**src/rtl/qspi_host_ctrl.sv**
```systemverilog
// Host-side SPI/QSPI master: serializes one request as command/address/dummy/data
// phases over 1 or 4 lanes (SPI mode 0), with CS setup/hold/gap timing from CLK_DIV.
module qspi_host_ctrl #(
  parameter int unsigned CLK_DIV = 2
) (
  input  logic        clk_i,
  input  logic        rst_ni,
  input  logic        req_valid_i,
  output logic        req_ready_o,
  input  logic        req_quad_i,
  input  logic [7:0]  req_cmd_i,
  input  logic        req_addr_en_i,
  input  logic [31:0] req_addr_i,
  input  logic [4:0]  req_dummy_i,
  input  logic        req_wr_i,
  input  logic [5:0]  req_len_i,
  input  logic [31:0] req_wdata_i,
  output logic        rsp_valid_o,
  output logic [31:0] rsp_rdata_o,
  output logic        busy_o,
  output logic        spi_sclk_o,
  output logic        spi_csn_o,
  output logic [3:0]  spi_sdo_o,
  output logic [3:0]  spi_sdo_oe_o,
  input  logic [3:0]  spi_sdi_i
);

  typedef enum logic [3:0] {
    S_IDLE, S_CS_SETUP, S_CMD, S_ADDR, S_DUMMY, S_DATA, S_CS_HOLD, S_DONE, S_CS_GAP
  } state_e;

  localparam logic [7:0] DIV_M1 = 8'(CLK_DIV - 1);

  state_e      state_q, state_d;
  logic [7:0]  div_q, div_d;
  logic        sclk_q, sclk_d;
  logic        csn_q, csn_d;
  logic [3:0]  sdo_q, sdo_d;
  logic [3:0]  oe_q, oe_d;
  logic [5:0]  cells_q, cells_d;
  logic [31:0] tx_q, tx_d;
  logic [31:0] rx_q, rx_d;
  logic [31:0] rdata_q, rdata_d;
  logic        rsp_valid_q, rsp_valid_d;
  logic        quad_q, quad_d;
  logic [7:0]  cmd_q, cmd_d;
  logic        addr_en_q, addr_en_d;
  logic [31:0] addr_q, addr_d;
  logic [4:0]  dummy_q, dummy_d;
  logic        wr_q, wr_d;
  logic [5:0]  len_q, len_d;
  logic [31:0] wdata_q, wdata_d;

  logic [5:0]  len_clamp, len_norm;
  logic [3:0]  drive_mask;
  state_e      after_cmd, after_addr, after_dummy, enter_st;
  logic        enter, shift_cell;
  logic [5:0]  ph_cells;
  logic [31:0] ph_data;
  logic [3:0]  ph_oe;

  assign len_clamp   = (req_len_i > 6'd32) ? 6'd32 : req_len_i;
  assign len_norm    = req_quad_i ? {len_clamp[5:2], 2'b00} : len_clamp;
  assign drive_mask  = quad_q ? 4'hF : 4'h1;
  assign after_dummy = (len_q != '0) ? S_DATA : S_CS_HOLD;
  assign after_addr  = (dummy_q != '0) ? S_DUMMY : after_dummy;
  assign after_cmd   = addr_en_q ? S_ADDR : after_addr;

  always_comb begin
    state_d     = state_q;
    div_d       = div_q;
    sclk_d      = sclk_q;
    csn_d       = csn_q;
    sdo_d       = sdo_q;
    oe_d        = oe_q;
    cells_d     = cells_q;
    tx_d        = tx_q;
    rx_d        = rx_q;
    rdata_d     = rdata_q;
    rsp_valid_d = 1'b0;
    quad_d      = quad_q;
    cmd_d       = cmd_q;
    addr_en_d   = addr_en_q;
    addr_d      = addr_q;
    dummy_d     = dummy_q;
    wr_d        = wr_q;
    len_d       = len_q;
    wdata_d     = wdata_q;
    enter       = 1'b0;
    enter_st    = S_CS_HOLD;
    shift_cell  = 1'b0;
    ph_cells    = '0;
    ph_data     = '0;
    ph_oe       = '0;

    case (state_q)
      S_IDLE: begin
        if (req_valid_i) begin
          quad_d    = req_quad_i;
          cmd_d     = req_cmd_i;
          addr_en_d = req_addr_en_i;
          addr_d    = req_addr_i;
          dummy_d   = req_dummy_i;
          wr_d      = req_wr_i;
          len_d     = len_norm;
          wdata_d   = req_wdata_i;
          rx_d      = '0;
          csn_d     = 1'b0;
          div_d     = DIV_M1;
          state_d   = S_CS_SETUP;
        end
      end
      S_CS_SETUP: begin
        if (div_q == '0) begin
          enter    = 1'b1;
          enter_st = S_CMD;
        end else begin
          div_d = div_q - 8'd1;
        end
      end
      S_CMD, S_ADDR, S_DUMMY, S_DATA: begin
        if (div_q != '0) begin
          div_d = div_q - 8'd1;
        end else if (!sclk_q) begin
          sclk_d = 1'b1;
          div_d  = DIV_M1;
          if (state_q == S_DATA && !wr_q)
            rx_d = quad_q ? {rx_q[27:0], spi_sdi_i} : {rx_q[30:0], spi_sdi_i[0]};
        end else if (cells_q != '0) begin
          sclk_d     = 1'b0;
          div_d      = DIV_M1;
          cells_d    = cells_q - 6'd1;
          shift_cell = 1'b1;
        end else begin
          enter = 1'b1;
          case (state_q)
            S_CMD:   enter_st = after_cmd;
            S_ADDR:  enter_st = after_addr;
            S_DUMMY: enter_st = after_dummy;
            default: enter_st = S_CS_HOLD;
          endcase
        end
      end
      S_CS_HOLD: begin
        if (div_q == '0) begin
          csn_d       = 1'b1;
          rsp_valid_d = 1'b1;
          rdata_d     = wr_q ? '0 : rx_q;
          state_d     = S_DONE;
        end else begin
          div_d = div_q - 8'd1;
        end
      end
      S_DONE: begin
        div_d   = DIV_M1;
        state_d = S_CS_GAP;
      end
      S_CS_GAP: begin
        if (div_q == '0) state_d = S_IDLE;
        else             div_d   = div_q - 8'd1;
      end
      default: state_d = S_IDLE;
    endcase

    // Phase entry loads the phase word MSB-aligned so every phase shares one shifter.
    if (enter) begin
      state_d = enter_st;
      div_d   = DIV_M1;
      sclk_d  = 1'b0;
      case (enter_st)
        S_CMD: begin
          ph_cells = quad_q ? 6'd2 : 6'd8;
          ph_data  = {cmd_q, 24'h0};
          ph_oe    = drive_mask;
        end
        S_ADDR: begin
          ph_cells = quad_q ? 6'd8 : 6'd32;
          ph_data  = addr_q;
          ph_oe    = drive_mask;
        end
        S_DUMMY: begin
          ph_cells = {1'b0, dummy_q};
        end
        S_DATA: begin
          ph_cells = quad_q ? {2'b00, len_q[5:2]} : len_q;
          ph_data  = wr_q ? (wdata_q << (6'd32 - len_q)) : '0;
          ph_oe    = wr_q ? drive_mask : 4'h0;
        end
        default: ;
      endcase
      cells_d = ph_cells - 6'd1;
      tx_d    = ph_data;
      oe_d    = ph_oe;
      if (enter_st == S_CS_HOLD) sdo_d = '0;
      else                       shift_cell = 1'b1;
    end

    if (shift_cell) begin
      sdo_d = quad_q ? tx_d[31:28] : {3'b000, tx_d[31]};
      tx_d  = quad_q ? {tx_d[27:0], 4'h0} : {tx_d[30:0], 1'b0};
    end
  end

  always_ff @(posedge clk_i or negedge rst_ni) begin
    if (!rst_ni) begin
      state_q     <= S_IDLE;
      div_q       <= '0;
      sclk_q      <= 1'b0;
      csn_q       <= 1'b1;
      sdo_q       <= '0;
      oe_q        <= '0;
      cells_q     <= '0;
      tx_q        <= '0;
      rx_q        <= '0;
      rdata_q     <= '0;
      rsp_valid_q <= 1'b0;
      quad_q      <= 1'b0;
      cmd_q       <= '0;
      addr_en_q   <= 1'b0;
      addr_q      <= '0;
      dummy_q     <= '0;
      wr_q        <= 1'b0;
      len_q       <= '0;
      wdata_q     <= '0;
    end else begin
      state_q     <= state_d;
      div_q       <= div_d;
      sclk_q      <= sclk_d;
      csn_q       <= csn_d;
      sdo_q       <= sdo_d;
      oe_q        <= oe_d;
      cells_q     <= cells_d;
      tx_q        <= tx_d;
      rx_q        <= rx_d;
      rdata_q     <= rdata_d;
      rsp_valid_q <= rsp_valid_d;
      quad_q      <= quad_d;
      cmd_q       <= cmd_d;
      addr_en_q   <= addr_en_d;
      addr_q      <= addr_d;
      dummy_q     <= dummy_d;
      wr_q        <= wr_d;
      len_q       <= len_d;
      wdata_q     <= wdata_d;
    end
  end

  assign req_ready_o  = (state_q == S_IDLE);
  assign busy_o       = (state_q != S_IDLE);
  assign rsp_valid_o  = rsp_valid_q;
  assign rsp_rdata_o  = rdata_q;
  assign spi_sclk_o   = sclk_q;
  assign spi_csn_o    = csn_q;
  assign spi_sdo_o    = sdo_q;
  assign spi_sdo_oe_o = oe_q;

endmodule

```
**config.mk**
```make
export PLATFORM = sky130hd
export DESIGN_NAME = qspi_host_ctrl
export DESIGN_NICKNAME = d
export VERILOG_FILES = /design/src/rtl/qspi_host_ctrl.sv
export SDC_FILE = /design/constraint.sdc
export NUM_CORES = 1
export LEC_CHECK = 0
export BUFFER_PORTS_ARGS = -buffer_cell sky130_fd_sc_hd__buf_2
export CAP_MARGIN = 10
export CORE_ASPECT_RATIO = 0.8
export CORE_MARGIN = 2
export CORE_UTILIZATION = 45
export DETAILED_ROUTE_END_ITERATION = 6
export HOLD_SLACK_MARGIN = 0.02
export PLACE_DENSITY = 0.71
export SLEW_MARGIN = 20
export SYNTH_ARGS = -nofsm -noshare
export SYNTH_HDL_FRONTEND = slang
export SYNTH_SLANG_ARGS = --single-unit
export TNS_END_PERCENT = 1
```
**constraint.sdc**
```tcl
create_clock -name clk_i -period 3.1 [get_ports clk_i]
set_input_delay 0.31 -clock clk_i [delete_from_list [all_inputs] [get_ports clk_i]]
set_output_delay 0.31 -clock clk_i [all_outputs]
set_load 0.01 [all_outputs]
```
==> flow_metrics.env <==
export IMPL_cts_clk_slew_worst_paths_ns=0.06
export IMPL_cts_buffer_depth=3
export IMPL_antenna_found_initial=0
export IMPL_finalInstanceArea_sq_um=14700
export IMPL_placed_area_sq_um=13300
export IMPL_num_io_pins=138
export IMPL_place_congestion=0.944
export IMPL_synth_fa_ha_area_frac=0.00313
export IMPL_ys_flop_type="dfrtp_1"
export IMPL_arrival_ns=3.42
export IMPL_syn_inst=1170
export IMPL_diodes=0
export IMPL_required_ns=3.50
export IMPL_synthMuxAreaShare=0.209
export IMPL_rsz0062_at_grt="yes"
export IMPL_root_buffer="clkbuf_16"
export IMPL_fmax_ghz=0.332
export IMPL_avgRoutedWirePerCell_microns=19.2
export IMPL_synth_net_count=1266
export IMPL_synth_edf_count=0
export IMPL_r2r_start="len_q[2]"
export IMPL_drive_gt1_frac=0.292
export IMPL_ir_worst_vdd_uv=322
export IMPL_tightest_slew_ns=0.771
export IMPL_fin_nets=1452
export IMPL_rows=53
export IMPL_r2r_cells=7
export IMPL_maxSlewHeadroom=0.486
export IMPL_crit_path_end_kind="register"
export IMPL_core_sq_um=26200
export IMPL_ant_nets=0
export IMPL_path_cells="or4_1, o21ai_1, nor4bb_4, nand2_1, o211ai_1, mux2i_1, o21ai_0"
export IMPL_post_synth_and_or_nand_nor_area_fraction=0.164
export IMPL_dieArea_sq_um=27900
export IMPL_drtIter0Drc=1111
export IMPL_cpMaxStageDelayCell="or4_1"
export IMPL_grt_pass1_wl_mm=53.8
export IMPL_yosysSeqAreaShare=0.437
export IMPL_dp_hpwl_mm=23.6
export IMPL_worst_path_largest_cell_delay_ns=0.67
export IMPL_critical_path_class="register to register"
export IMPL_slew_violations=0
export IMPL_vias=10000
export IMPL_status="complete, no violations"
export IMPL_p_total_mw=5.64
export IMPL_layout_commonest_cell="dfrtp_1"
export IMPL_synth_area_sq_um=12000
export IMPL_start_util=0.457
export IMPL_cts_htree_levels=1
export IMPL_synth_xor_area_frac=0.00658
export IMPL_worstReg2RegEnd="tx_q[25]"
export IMPL_period_needed_ns=3.01
export IMPL_ys_types=84
export IMPL_reg2reg_slack_ns=0.09
export IMPL_place_ws_ns=0.0602
export IMPL_clk_latency_ns=0.53
export IMPL_drt_pass1_iterations=5
export IMPL_drc=0
export IMPL_skew_ns=0.0146
export IMPL_layout_common_cells="205 x dfrtp_1, 196 x nand2_1, 136 x buf_2"
export IMPL_die_y_microns=150
export IMPL_synth_top_family_by_area="multiplexers"
export IMPL_fin_crit_sh=0.973
export IMPL_pwr_density_cell_nw_per_um2=384
export IMPL_p_leak_nw=6.65
export IMPL_avgSynthCellArea_sq_um=10.2
export IMPL_track_usage=0.239
export IMPL_clock_sinks=209
export IMPL_fin_ws_ns=0.0852
export IMPL_cp_max_fo=9
export IMPL_hold_class="input port to register"
export IMPL_syn2layout_area_growth_pct=22.6
export IMPL_setup_viol=0
export IMPL_numCtsBuffers=24
export IMPL_grt_overflow=0
export IMPL_maxCapViolCount=0
export IMPL_synth_seq_cells=209
export IMPL_async_reset_ff_frac=1.00
export IMPL_cts_tree="built"
export IMPL_yosys_warnings=0
export IMPL_wl_mm=33.2
export IMPL_hold_violations=0
export IMPL_synth_compound_area_frac=0.142
export IMPL_critPathLaunch="len_q[2]"
export IMPL_grt_max_degree=86
export IMPL_io_buffers=137
export IMPL_startpoint_type="register"
export IMPL_die_w_microns=186
export IMPL_endpoint="tx_q[25]"
export IMPL_grt_pass1_vias=9590
export IMPL_viasPerCell=5.81
cell families (layout without fill, tap and decap cells):
logic type	count (synthesis)	after routing
fa+ha+maj	3	3
flops	209	209
simple gates	395	395
compound gates	250	250
mux	196	196
buf+inv	108	310
xor+xnor	9	9
power breakdown:
part / leakage (nW) / switching [mW] / internal [mW]
registers: 2.74 / 0 / 2.73
logic: 3.55 / 0.0871 / 0.0966
clock network: 0.361 / 1.14 / 1.59
area by class of cell:
class / instances / area (sq um)
fillers: 2248 / 11500
inverters: 15 / 56.3
clock inverters: 10 / 90.1
flip-flops and latches: 209 / 5240
multi-input cells: 853 / 6420
clock buffers: 32 / 662
repair buffers: 253 / 1770
well taps: 357 / 447
state kept, by name, indices dropped and copies added, names as in the netlist, 2 cells and up:
register,cells
tx_q,32
div_q,8
spi_sdo_o,4
rsp_rdata_o,32
cmd_q,8
wdata_q,32
len_q,6
state_q,4
spi_sdo_oe_o,2
rx_q,32
addr_q,32
dummy_q,5
cells_q,6
metal layers:
| metal | up-vias | part of all wire | track usage |
|---|---|---|---|
| met4 | 0 | 0.014 | 0.0428 |
| met5 | - | 0 | 0 |
| met2 | 386 | 0.41 | 0.332 |
| met3 | 36 | 0.068 | 0.0443 |
| met1 | 4931 | 0.51 | 0.384 |
| li1 | 4690 | - | - |
stage by stage:
stage | std cells | hold slack [ns] | TNS, ns | utilization
floorplan | 1170 | 0.0144 | -0.0209 | -
global placement | 1629 | 0.425 | 0 | 0.507
detailed placement | 1629 | 0.425 | 0 | 0.507
CTS | 1728 | 0.0204 | 0 | 0.557
global route | 1729 | 0.0229 | -0.0763 | 0.561
finish | 1729 | 0.0302 | 0 | 0.561
timing repair:
| item | in CTS | in global routing |
|---|---|---|
| hold buffers | 57 | 0 |
| endpoints found under the setup margin | 0 | 19 |
| resized for setup | 0 | 14 |
| buffers inserted | 0 | 1 |
| endpoints found under the hold margin | 137 | 0 |
synthesized netlist by cell type, types with 4 or more instances:
| cell type | instances | area, sq um |
|---|---|---|
| dfrtp_1 | 208 | 5200 |
| nand2_1 | 197 | 739 |
| mux2_2 | 93 | 1050 |
| mux2i_1 | 69 | 691 |
| clkbuf_1 | 62 | 233 |
| o21ai_0 | 58 | 290 |
| nor2_1 | 43 | 161 |
| o31ai_1 | 38 | 285 |
| mux4_2 | 34 | 766 |
| nand3b_1 | 33 | 248 |
| nand3_1 | 30 | 150 |
| o21ai_1 | 23 | 115 |
| a22oi_1 | 22 | 165 |
| buf_2 | 21 | 105 |
| a21oi_1 | 20 | 100 |
| nor3_1 | 16 | 80.1 |
| inv_1 | 14 | 52.6 |
| o22ai_1 | 13 | 81.3 |
| a211oi_1 | 10 | 75.1 |
| nand4_1 | 10 | 62.6 |
| and2_1 | 9 | 56.3 |
| and3_1 | 9 | 56.3 |
| nand2b_1 | 8 | 50.1 |
| nor4_1 | 8 | 50.1 |
| buf_4 | 6 | 45.0 |
| o211ai_1 | 6 | 45.0 |
| a22o_1 | 5 | 43.8 |
| a31oi_1 | 5 | 31.3 |
| or4_1 | 5 | 37.5 |
| xnor2_1 | 5 | 43.8 |
| a32oi_1 | 4 | 35.0 |
| or2_2 | 4 | 25.0 |
| xor2_1 | 4 | 35.0 |
worst max-delay path: cells and delay by family (launching register included):
family	cells	cell delay [ns]
multiplexers	1	0.12
AND/OR/NAND/NOR	3	1.40
AO/OA/AOI/OAI	3	0.86
flip-flops	1	0.52
worst min path at each step:
stage / start / end / depth (start not counted)
6_report: req_addr_i[12] / addr_q[12] / 2
5_1_grt: req_addr_i[8] / addr_q[8] / 2
4_1_cts: req_addr_i[24] / addr_q[24] / 2
3_5_place_dp: rst_ni / wdata_q[9] / 1
3_3_place_gp: rst_ni / wdata_q[12] / 1
2_1_floorplan: rst_ni / addr_en_q / 0
(Power assumes the default switching activity.)
